$ cat config.mk
export PLATFORM = sky130hd
export DESIGN_NAME = instr_fetch_unit
export DESIGN_NICKNAME = d
export VERILOG_FILES = /design/src/rtl/instr_fetch_unit.sv
export SDC_FILE = /design/constraint.sdc
export NUM_CORES = 1
export LEC_CHECK = 0
export ABC_AREA = 1
export CORE_MARGIN = 5
export CORE_UTILIZATION = 48
export DETAILED_ROUTE_END_ITERATION = 10
export HOLD_SLACK_MARGIN = 0.03
export PLACE_DENSITY = 0.77
export SLEW_MARGIN = 20
export SYNTH_ARGS = -nofsm -noshare
export SYNTH_HDL_FRONTEND = slang
export SYNTH_SLANG_ARGS = --single-unit
$ cat constraint.sdc
create_clock -name clk -period 5.2 [get_ports clk]
set_clock_uncertainty 0.05 [all_clocks]
set_input_delay 1.3 -clock clk [delete_from_list [all_inputs] [get_ports clk]]
set_output_delay 1.3 -clock clk [all_outputs]
set_load 0.02 [all_outputs]
$ cat src/rtl/instr_fetch_unit.sv
// Fetch stage: holds the PC, issues credit-limited word fetches and queues in-order responses for decode.
// Optional feature macro IFU_MISALIGN_TRAP_EN adds id_fault and a HALT state for misaligned redirects.
module instr_fetch_unit #(
    parameter int              XLEN       = 32,
    parameter logic [XLEN-1:0] RESET_PC   = '0,
    parameter int              FIFO_DEPTH = 2
) (
    input  logic            clk,
    input  logic            rst,
    output logic            imem_req_valid,
    input  logic            imem_req_ready,
    output logic [XLEN-1:0] imem_req_addr,
    input  logic            imem_rsp_valid,
    input  logic [31:0]     imem_rsp_data,
    input  logic            redirect_valid,
    input  logic [XLEN-1:0] redirect_pc,
    output logic            id_valid,
    input  logic            id_ready,
    output logic [31:0]     id_instrn,
    output logic [XLEN-1:0] id_pc
`ifdef IFU_MISALIGN_TRAP_EN
    ,
    output logic            id_fault
`endif
);

    localparam int PW = $clog2(FIFO_DEPTH);
    localparam int CW = PW + 1;
    localparam logic [CW:0]     DEPTH_C    = (CW+1)'(FIFO_DEPTH);
    localparam logic [XLEN-1:0] ALIGN_MASK = {{(XLEN-2){1'b1}}, 2'b00};

`ifdef IFU_MISALIGN_TRAP_EN
    typedef enum logic [1:0] {S_IDLE = 2'd0, S_RUN = 2'd1, S_HALT = 2'd2} state_t;
`else
    typedef enum logic {S_IDLE = 1'b0, S_RUN = 1'b1} state_t;
`endif

    state_t          r_state;
    state_t          w_state_next;
    logic [XLEN-1:0] r_pc;
    logic [CW-1:0]   r_count;
    logic [CW-1:0]   r_outstanding;
    logic [CW-1:0]   r_drop;
    logic [PW-1:0]   r_wptr;
    logic [PW-1:0]   r_rptr;
    logic [PW-1:0]   r_ifq_wptr;
    logic [PW-1:0]   r_ifq_rptr;

    logic [XLEN-1:0] r_fifo_pc    [FIFO_DEPTH];
    logic [31:0]     r_fifo_instr [FIFO_DEPTH];
    logic [XLEN-1:0] r_ifq        [FIFO_DEPTH];

    logic [CW:0]     w_credit_used;
    logic            w_req_fire;
    logic            w_rsp_fire;
    logic            w_rsp_keep;
    logic            w_pop;
    logic            w_fault_push;
    logic [CW-1:0]   w_out_next;

`ifdef IFU_MISALIGN_TRAP_EN
    logic            w_misalign;
    logic            r_fifo_fault [FIFO_DEPTH];
    assign w_misalign   = redirect_valid & (redirect_pc[1:0] != 2'b00);
    assign w_fault_push = w_misalign;
`else
    assign w_fault_push = 1'b0;
`endif

    always_ff @(posedge clk or posedge rst) begin
        if (rst) begin
            r_state <= S_IDLE;
        end else begin
            r_state <= w_state_next;
        end
    end

    always_comb begin
        w_state_next = r_state;
        case (r_state)
            S_IDLE:  w_state_next = S_RUN;
            default: w_state_next = r_state;
        endcase
`ifdef IFU_MISALIGN_TRAP_EN
        if (redirect_valid) begin
            w_state_next = w_misalign ? S_HALT : S_RUN;
        end
`endif
    end

    // Credits cover both buffered entries and fetches still in flight, so a response can always be pushed.
    assign w_credit_used  = {1'b0, r_count} + {1'b0, r_outstanding};
    assign imem_req_valid = (r_state == S_RUN) & ~redirect_valid & (w_credit_used < DEPTH_C);
    assign imem_req_addr  = r_pc;

    assign w_req_fire = imem_req_valid & imem_req_ready;
    assign w_rsp_fire = imem_rsp_valid & (r_outstanding != '0);
    assign w_rsp_keep = w_rsp_fire & (r_drop == '0) & ~redirect_valid;
    assign w_pop      = id_valid & id_ready & ~redirect_valid;
    assign w_out_next = r_outstanding + CW'(w_req_fire) - CW'(w_rsp_fire);

    always_ff @(posedge clk or posedge rst) begin
        if (rst) begin
            r_pc          <= RESET_PC;
            r_count       <= '0;
            r_outstanding <= '0;
            r_drop        <= '0;
            r_wptr        <= '0;
            r_rptr        <= '0;
            r_ifq_wptr    <= '0;
            r_ifq_rptr    <= '0;
        end else begin
            r_outstanding <= w_out_next;
            if (w_req_fire) begin
                r_ifq_wptr <= r_ifq_wptr + PW'(1);
            end
            if (w_rsp_fire) begin
                r_ifq_rptr <= r_ifq_rptr + PW'(1);
            end
            if (redirect_valid) begin
                // Everything still in flight after this edge belongs to the old path.
                r_pc   <= redirect_pc & ALIGN_MASK;
                r_drop <= r_outstanding - CW'(w_rsp_fire);
                r_rptr <= '0;
                if (w_fault_push) begin
                    r_count <= CW'(1);
                    r_wptr  <= PW'(1);
                end else begin
                    r_count <= '0;
                    r_wptr  <= '0;
                end
            end else begin
                if (w_req_fire) begin
                    r_pc <= r_pc + XLEN'(4);
                end
                if (w_rsp_fire && (r_drop != '0)) begin
                    r_drop <= r_drop - CW'(1);
                end
                if (w_rsp_keep) begin
                    r_wptr <= r_wptr + PW'(1);
                end
                if (w_pop) begin
                    r_rptr <= r_rptr + PW'(1);
                end
                r_count <= r_count + CW'(w_rsp_keep) - CW'(w_pop);
            end
        end
    end

    always_ff @(posedge clk) begin
        if (w_fault_push) begin
            r_fifo_pc[0]    <= redirect_pc;
            r_fifo_instr[0] <= 32'h0000_0013;
        end else if (w_rsp_keep) begin
            r_fifo_pc[r_wptr]    <= r_ifq[r_ifq_rptr];
            r_fifo_instr[r_wptr] <= imem_rsp_data;
        end
        if (w_req_fire) begin
            r_ifq[r_ifq_wptr] <= r_pc;
        end
    end

`ifdef IFU_MISALIGN_TRAP_EN
    always_ff @(posedge clk) begin
        if (w_fault_push) begin
            r_fifo_fault[0] <= 1'b1;
        end else if (w_rsp_keep) begin
            r_fifo_fault[r_wptr] <= 1'b0;
        end
    end
    assign id_fault = id_valid & r_fifo_fault[r_rptr];
`endif

    assign id_valid  = (r_count != '0);
    assign id_instrn = id_valid ? r_fifo_instr[r_rptr] : 32'h0;
    assign id_pc     = id_valid ? r_fifo_pc[r_rptr] : '0;

endmodule

After elaboration in Yosys (flattened, before gate mapping)
Memories as Yosys holds them, arrays and structs flattened.
Index checks and enable logic that the tools add are counted.
{"block": "totals", "ram_bits": 192, "in_bits": 70, "wordCells": 58, "out_inout_bits": 98, "regBits": 43, "mem_count": 3}
{"name": "r_fifo_instr", "words": 2, "width": 32, "read_ports": 1, "rd_ports_with_merged_regs": 0, "wr": 1, "line": "50", "rtl": "logic [31:0] r_fifo_instr [FIFO_DEPTH];"}
{"name": "r_fifo_pc", "words": 2, "width": 32, "read_ports": 1, "rd_ports_with_merged_regs": 0, "wr": 1, "line": "49", "rtl": "logic [XLEN-1:0] r_fifo_pc [FIFO_DEPTH];"}
{"name": "r_ifq", "words": 2, "width": 32, "read_ports": 1, "rd_ports_with_merged_regs": 0, "wr": 1, "line": "51", "rtl": "logic [XLEN-1:0] r_ifq [FIFO_DEPTH];"}
{"block": "classes", "add_sub_neg": 12, "reduce_logical": 9, "order_cmp": 1, "bitwise_logic": 9, "muxes": 15}
{"cell": "two-way mux 32 bit", "count": 4}
{"cell": "adder 32 x 3 -> 32 bit (second input constant)", "count": 1}
{"cell": "nonzero test 2 bit", "count": 7}
{"cell": "AND 1 bit", "count": 8}
{"cell": "two-way mux 1 bit", "count": 8}
{"cell": "two-way mux 2 bit", "count": 3}
{"cell": "subtractor 2 x 1 -> 2 bit", "count": 3}
{"cell": "adder 1 bit (second input constant)", "count": 4}
{"cell": "adder 2 x 1 -> 2 bit", "count": 2}
{"cell": "adder 2 x 2 -> 3 bit", "count": 1}
{"cell": "< comparator 3 x 2 -> 1 bit (second input constant)", "count": 1}
{"cell": "logical NOT 2 bit", "count": 1}
{"cell": "subtractor 2 x 1 -> 2 bit (second input constant)", "count": 1}
{"cell": "logical AND 1 bit", "count": 1}
{"cell": "inverter 1 bit", "count": 1}

Longest topological paths before layout
{"block": "logic_depth", "ltp_word": 7, "depth_mapped": 10, "mapped_depth_nobuf": 10}

Worst setup path after synthesis
No wires, ideal clock.
{"block": "synth_path", "path_type": "input -> register", "startpoint": "input redirect_valid", "endpoint": "memory r_fifo_instr[1][0], enable pin", "arrival_time_ps": 5989, "n_path_buf": 2, "slack_ps": -1398, "required_time_ps": 4591, "stages": 5, "setup_time_ps": 559, "cell_sequence": "buf_6 > inv_4 > buf_2 > nand2_1 > nor3_1"}
{"block": "synth_between", "elab_chain_len": 4}
{"item": "start: declaration", "line": "15", "rtl": "input logic redirect_valid,"}
{"item": "inverter 1 bit", "line": "98", "rtl": "assign w_rsp_keep = w_rsp_fire & (r_drop == '0) & ~redirect_valid;"}
{"item": "AND 1 bit", "line": "98"}
{"item": "two-way mux 1 bit", "line": "154", "rtl": "end else if (w_rsp_keep) begin"}
{"item": "two-way mux 1 bit (implied by the code)", "line": "156", "rtl": "r_fifo_instr[r_wptr] <= imem_rsp_data;"}
{"item": "end: declaration", "line": "50"}
No other way between the ends.

Final worst setup path
{"block": "layout_path", "startpoint": "register r_rptr", "endpoint": "output id_instrn[7]"}
{"block": "layout_between", "elab_chain_len": 2}
{"item": "start: declaration", "line": "45", "rtl": "logic [PW-1:0] r_rptr;"}
{"item": "start signal: assignment", "line": "143", "rtl": "r_rptr <= r_rptr + PW'(1);"}
{"item": "memory read (2 x 32 bit)"}
{"item": "two-way mux 32 bit", "line": "175", "rtl": "assign id_instrn = id_valid ? r_fifo_instr[r_rptr] : 32'h0;"}
{"item": "end: declaration", "line": "19", "rtl": "output logic [31:0] id_instrn,"}
No other way between the ends.

==> summary.txt <==
Outcome
  • Status: finished clean

Timing
  • Unrepaired setup endpoints after global routing: false
  • Setup Total Neg Slack: 0 ps
  • Number of slew-limit violations in the final report: 0
  • Worst-margin pin slew: between 1000 and 1500 ps
  • Maximum clock frequency: roughly 240 MHz
  • Portion of the clock cycle consumed by the worst path in the final layout: 79.3%
  • Number of hold violations in the final report: 0
  • Post-route setup slack: between 1000 and 1500 ps
  • Final setup violating endpoints: 0
  • Min Tclk post-route: between 4000 and 5000 ps
  • Post-route worst hold slack: 487 ps
  • Relative slew margins: about a third

Floorplan
  • Number of primary I/O pins: ~170
  • Total die area: 22900 sq um
  • Initial core utilization: 49.0%
  • Width of the chip: around 150 um
  • Row count: between 50 and 60
  • Core box area: 19600 sq um
  • Die extent in y: around 150 um

Flow run
  • Max-cap violations: 0

Synthesis
  • Mean area per synthesized cell: 10.6 sq um
  • Yosys warnings: 0
  • Number of enable-type register cells in the synthesized netlist: ~180
  • Most used standard cells in the synthesized netlist: sky130_fd_sc_hd__nand2_1 (357), sky130_fd_sc_hd__edfxtp_1 (184), sky130_fd_sc_hd__a21oi_1 (64)
  • Area share of the leading cell type in the synthesized netlist: a little under three fifths
  • Sequential area share after synthesis: between 60% and 70%
  • Seq cells post-synth: between 200 and 250
  • Post-synth top flop: sky130_fd_sc_hd__edfxtp_1
  • Cells after Synth: approximately 910
  • Cell with the most instances after synthesis: sky130_fd_sc_hd__nand2_1
  • Cell area after synthesis: 9600 sq um
  • Share of synthesized flip-flops with an asynchronous set or reset: 18.2%
  • Leading area contributor after synthesis: sky130_fd_sc_hd__edfxtp_1
  • Post-synth cell types: 34
  • Biggest area contributors in the synthesized netlist: sky130_fd_sc_hd__edfxtp_1 (58%), sky130_fd_sc_hd__nand2_1 (14%), sky130_fd_sc_hd__dfrtp_1 (11%)

Finish
  • Ratio of cells with drive above 1 in the final layout: 5.89%
  • Number of inserted diodes: 0
  • Area taken by multi-input logic gates: about 2700 sq um
  • Post-layout instance area: around 12000 sq um
  • Fill count: between 1.5k and 2k
  • Number of standard cells in the layout, taps in and fillers out: ~1.4k
  • Net total in the final layout: ~1.1k
  • Post-synthesis to final-layout area growth: 26.9%
  • FF+latch area: roughly 6600 sq um
  • Util after Layout: ~62%

Setup path
  • Critical path buffers and inverters: 3
  • Highest-delay cell along the critical path: sky130_fd_sc_hd__clkdlybuf4s50_1
  • Critical path class: reg -> out
  • Worst-path maximum fanout: 35
  • Slack of the worst reg-to-reg path: approximately 2800 ps
  • R2r startpoint: r_count[0]$_DFF_PP0_
  • Nature of the critical path startpoint: flip-flop
  • Sort of element at the end of the critical path: primary output
  • Crit. Startpoint: r_rptr$_DFFE_PP0P_
  • Required time at the endpoint of the critical path: roughly 3900 ps
  • Kind of cell with the highest combined delay on the critical path: buffers and inverters
  • Data arrival time at the worst-slack endpoint: 2780 ps
  • Number of gates on the worst path with buffers counted: 5
  • Crit Reg-Reg Endpoint: r_ifq[0][4]$_DFFE_PP_
  • Delay of the slowest critical-path stage: 650 ps
  • Critical path capture point: id_instrn[7]
  • Cell depth of the worst flop-to-flop path: 7
  • Crit-path cells: inv_2 > buf_4 > nand2_1 > a21oi_1 > clkdlybuf4s50_1

Placed design
  • Area after detailed placement: around 11000 sq um
  • Count of input and output buffers: 161
  • Setup slack after placement: around 1100 ps
  • Final Wtd Congestion: ~0.90
  • DP HPWL: between 10000 and 15000 um
  • Cell Count Post-Placement: 1307

Power
  • Leakage power total: around 4.6 nW
  • Pwr per Cell Area: approximately 430 nW/um^2
  • Total Power: 5.25 mW
  • Highest ir drop seen on vdd: ~0.00025 V

CTS
  • Cts hold-fix bufs: 0
  • Clock-pin slew on the worst setup and hold paths: 50 ps
  • CTS Buf Count: 24
  • Number of cells upsized or downsized after cts: 0
  • Master cell of the clock root buffer: sky130_fd_sc_hd__clkbuf_16
  • Clock tree from TritonCTS: yes
  • CTS sink count: 225
  • Post-CTS Setup Bufs: 0
  • Max H-tree Level: 1
  • Buffer depth of the longest clock path: 3
  • Clock latency on the worst-skew pair: around 500 ps

Hold path
  • Number of instances on the worst hold path: 2
  • Class of the tightest hold or removal check: reg -> reg

Global route
  • Leftover overflow at the end of global routing: 0
  • Maximum number of pins on one net before global-route repair: 64
  • Initial antenna violation count: 0
  • GRT Resource Usage Total: between 10% and 20%
  • Vias in the first global route: 6469
  • First-pass GRT wire length: between 30000 and 40000 um

Drt
  • Number of vias per cell after detailed routing: roughly 5.1
  • First drt pass iteration count: 5
  • Iteration-0 DRC Markers: roughly 460
  • DRC violations left: 0
  • Routed wire length: about 22000 um
  • Final antenna-violating net count: 0
  • Via count: between 6k and 7k
  • Mean routed wirelength per cell: about 16 um
## cells in the final DEF (no fill, tap or decap), types with 2 or more instances in the layout
cell,Yosys,layout
sky130_fd_sc_hd__nor2_2,5,7
sky130_fd_sc_hd__nand2_2,2,2
sky130_fd_sc_hd__edfxtp_1,184,184
sky130_fd_sc_hd__clkinvlp_4,0,2
sky130_fd_sc_hd__clkinv_1,0,6
sky130_fd_sc_hd__nand2_1,357,357
sky130_fd_sc_hd__o21bai_1,7,7
sky130_fd_sc_hd__inv_2,3,3
sky130_fd_sc_hd__xnor2_1,5,5
sky130_fd_sc_hd__o211ai_1,4,4
sky130_fd_sc_hd__clkdlybuf4s50_1,0,161
sky130_fd_sc_hd__nor2_1,43,39
sky130_fd_sc_hd__and2_1,3,3
sky130_fd_sc_hd__dfrtp_1,41,40
sky130_fd_sc_hd__o21ai_0,21,21
sky130_fd_sc_hd__nand3_1,50,50
sky130_fd_sc_hd__nor2_4,4,6
sky130_fd_sc_hd__xor2_1,5,5
sky130_fd_sc_hd__clkinv_2,0,2
sky130_fd_sc_hd__clkbuf_1,24,9
sky130_fd_sc_hd__clkbuf_16,0,25
sky130_fd_sc_hd__buf_4,6,10
sky130_fd_sc_hd__inv_1,50,50
sky130_fd_sc_hd__a21oi_1,64,64
sky130_fd_sc_hd__ha_1,7,7
sky130_fd_sc_hd__conb_1,2,5
## final cells by class
class / instances / area share (%)
tap: 265 / 2.72
timing repair buffer: 171 / 13.9
clock buffer: 34 / 5.42
sequential: 225 / 53.8
clock inverter: 10 / 0.391
inverter: 54 / 1.69
multi-input combinational: 592 / 22.1
## worst min-delay path by stage
stage	startpoint	endpoint
5_1_grt	r_ifq[0][4]$_DFFE_PP_	r_fifo_pc[0][4]$_DFFE_PP_
2_1_floorplan	r_wptr$_DFFE_PP0P_	r_wptr$_DFFE_PP0P_
6_report	r_ifq[0][28]$_DFFE_PP_	r_fifo_pc[0][28]$_DFFE_PP_
4_1_cts	r_ifq[1][30]$_DFFE_PP_	r_fifo_pc[1][30]$_DFFE_PP_
3_5_place_dp	r_ifq[0][14]$_DFFE_PP_	r_fifo_pc[0][14]$_DFFE_PP_
3_3_place_gp	r_ifq[0][30]$_DFFE_PP_	r_fifo_pc[0][30]$_DFFE_PP_
## worst reg2reg max path, delay by kind of cell, from the launching register on
kind / cells / cell delay (ps)
simple gates: 4 / 680
fa+ha+maj: 1 / 450
buf+inv: 2 / 430
flops: 1 / 420
## cells by family after synthesis
family | count (synthesis) | synth area share (%)
fa+ha+maj | 8 | 1.12
compound gates | 98 | 5.41
flops | 225 | 68.3
simple gates | 471 | 20.1
other cells | 2 | 0.0783
xor+xnor | 10 | 0.913
buf+inv | 92 | 4.13
## power by group
part / switching, mW / internal [mW] / leakage (nW)
clock network: 0.633 / 0.880 / 0.336
registers: 0.144 / 2.21 / 2.17
logic: 0.869 / 0.513 / 2.14
## registers in the layout (all words and copies together) (netlist names), 2 cells and up
name,count
r_fifo_pc,60
r_ifq,60
imem_req_addr,30
r_drop,2
r_fifo_instr,64
r_outstanding,2
r_count,2
## metal layers
metal	wire length [um]	track usage (%)
met1	9090	26.1
met2	10000	30.4
met3	2210	4.40
met4	338	4.13
met5	0	0
Power figures use the tool's default switching activity.
==> patch, RTL diff (same settings) <==
Build with the macro `IFU_MISALIGN_TRAP_EN` defined.
--- a/src/rtl/instr_fetch_unit.sv
+++ b/src/rtl/instr_fetch_unit.sv
@@ -2,2 +2,4 @@
 // Optional feature macro IFU_MISALIGN_TRAP_EN adds id_fault and a HALT state for misaligned redirects.
+`define IFU_MISALIGN_TRAP_EN
+
 module instr_fetch_unit #(
Function (old outputs only; new: id_fault): changed (Yosys sat finds a counterexample within 4 cycles, from zero or initial values and one cycle with rst high).
==> patch against the original RTL <==
  * Setup slack improved by 0.058 ns
  * Routed wire length increased by 15%
  * Power increased by 5.1%
  * Synthesized area increased by 10%
  * Design area increased by 8.1%
  * Global-route usage increased by 0.82 points
  * Sequential cell count increased by 7
  * Non-clock buffer count increased by 6
==> patch: results (changes against the original RTL) <==
| Metric | Value |
|---|---|
| Vias in the first global route | `7544 (+17%)` |
| Aggregate routed wire length | `24900 um (+15%)` |
| Fillcell total | `1795 (+16%)` |
| Top cells by area, synth | `edfxtp_1 (54%), nand2_1 (12%), dfrtp_1 (9.9%)` |
| Top cells by count, synth | `nand2_1 (335), edfxtp_1 (190), inv_1 (105)` |
| Cells after DPL | `1475 (+13%)` |
| Avg WL per Cell | `16.4 um (+2.1%)` |
| Longest Clk Path Bufs | `3 (unchanged)` |
| Pre-CTS WS | `1.33 ns (+0.225 ns)` |
| Total GRT Usage | `19.6% (+0.82 points)` |
| Placed cell area | `0.0124 mm^2 (+8.3%)` |
| Reg power frac | `43.1% (-1.8 points)` |
| Hold Path Depth | `1 (-1)` |
| Int Pwr | `3.78 mW (+4.8%)` |
| P_clk | `1.61 mW (+7%)` |
| First-pass GRT wire length | `39100 um (+16%)` |
| Gpl congestion | `0.829 (-8.3%)` |
| Clock transition at the registers of the reported paths | `around 0.060 ns` |
| Synth unique cells | `37 (+8.8%)` |
| Vias per inst | `5.10 (+0.63%)` |
| Number of enable flip-flop cells after synthesis | `190 (+3.3%)` |
| Hpwl dp | `16800 um (+20%)` |
| Fin nets | `1299 (+13%)` |
| Slew @ Worst Pin | `1.04 ns (+0.0182 ns)` |
| Reg2Reg Depth | `10 (+3)` |
| Synthesized area per cell | `9.94 um^2 (-6.2%)` |
| Share of cells above drive strength 1 | `7.43% (+1.5 points)` |
| Routed wl met3 | `1540 um (-30%)` |
| 1st-iter DRT viols | `545 (+20%)` |
| Lkg Pwr | `5.28 nW (+14%)` |
| Largest registers | `r_fifo_instr: 64 flops, r_fifo_pc: 64 flops, r_ifq: 60 flops` |
| Async SR Flop Fraction | `18.1% (-0.12 points)` |
| Area share of the largest cell type after synthesis | `53.9% (-3.7 points)` |
| Seq/Total Area, Yosys | `63.8% (-4.4 points)` |
| CP arrival | `2.72 ns (-0.06 ns)` |
| Wire length on met1 | `10400 um (+14%)` |
| Worst vdd ir | `0.220 mV (-11%)` |
| Status | `finished, final reports clean` |
| Largest net degree at the start of global routing | `97 (+52%)` |
[patch: cell count changes after synthesis, moves of 6 or more]
cell      before  now
o21ai_2        0   11
buf_2          3    9
o21ai_1        1   10
clkbuf_1      24   16
o21ai_0       21   62
buf_1          2    8
nand2_2        2    9
inv_1         50  105
edfxtp_1     184  190
nand2_1      357  335
nor2_1        43   69
[patch: cell families (layout without fill, tap and decap cells)]
kind of cell / count (synthesis) / in the layout / synth area share (%)
flops: 232 / 232 / 63.8
compound gates: 163 / 163 / 8.37
buf+inv: 167 / 339 / 6.88
xor+xnor: 12 / 12 / 0.993
other cells: 1 / 2 / 0.0354
fa+ha+maj: 8 / 8 / 1.02
simple gates: 482 / 482 / 18.9
[patch: cell type report]
type	instances	area, um^2	share of cell area [%]
clock buffer	33	666	5.06
timing repair buffer	177	1740	13.2
clock inverter	10	76.3	0.580
sequential	232	6760	51.3
tap	280	350	2.66
multi-input combinational	667	3120	23.7
inverter	119	452	3.43
[patch: final timing paths]
path                       slack, ns       endpoint  startpoint
setup / recovery                1.13  id_instrn[26]      r_rptr
hold / removal                  0.42     r_state[0]  r_state[1]
setup reg to reg                2.53     r_count[1]  r_count[1]
hold reg to reg                 0.42     r_state[0]  r_state[1]
max in group asynchronous       3.47         r_rptr         rst
min in group asynchronous       1.19     r_ifq_rptr         rst
[patch: layer usage]
layer | global-route usage (%) | vias up
li1 | - | 3802
met1 | 26.5 | 3650
met2 | 33.5 | 250
met3 | 2.88 | 43
met4 | 5.12 | 0
met5 | 0 | -
[patch: worst max-delay path, stage by stage (launching register included)]
cell and delay, ns:
dfrtp_2 0.41, inv_2 0.41, buf_4 0.45, nand2_1 0.11, a21oi_1 0.19, clkdlybuf4s50_1 0.63
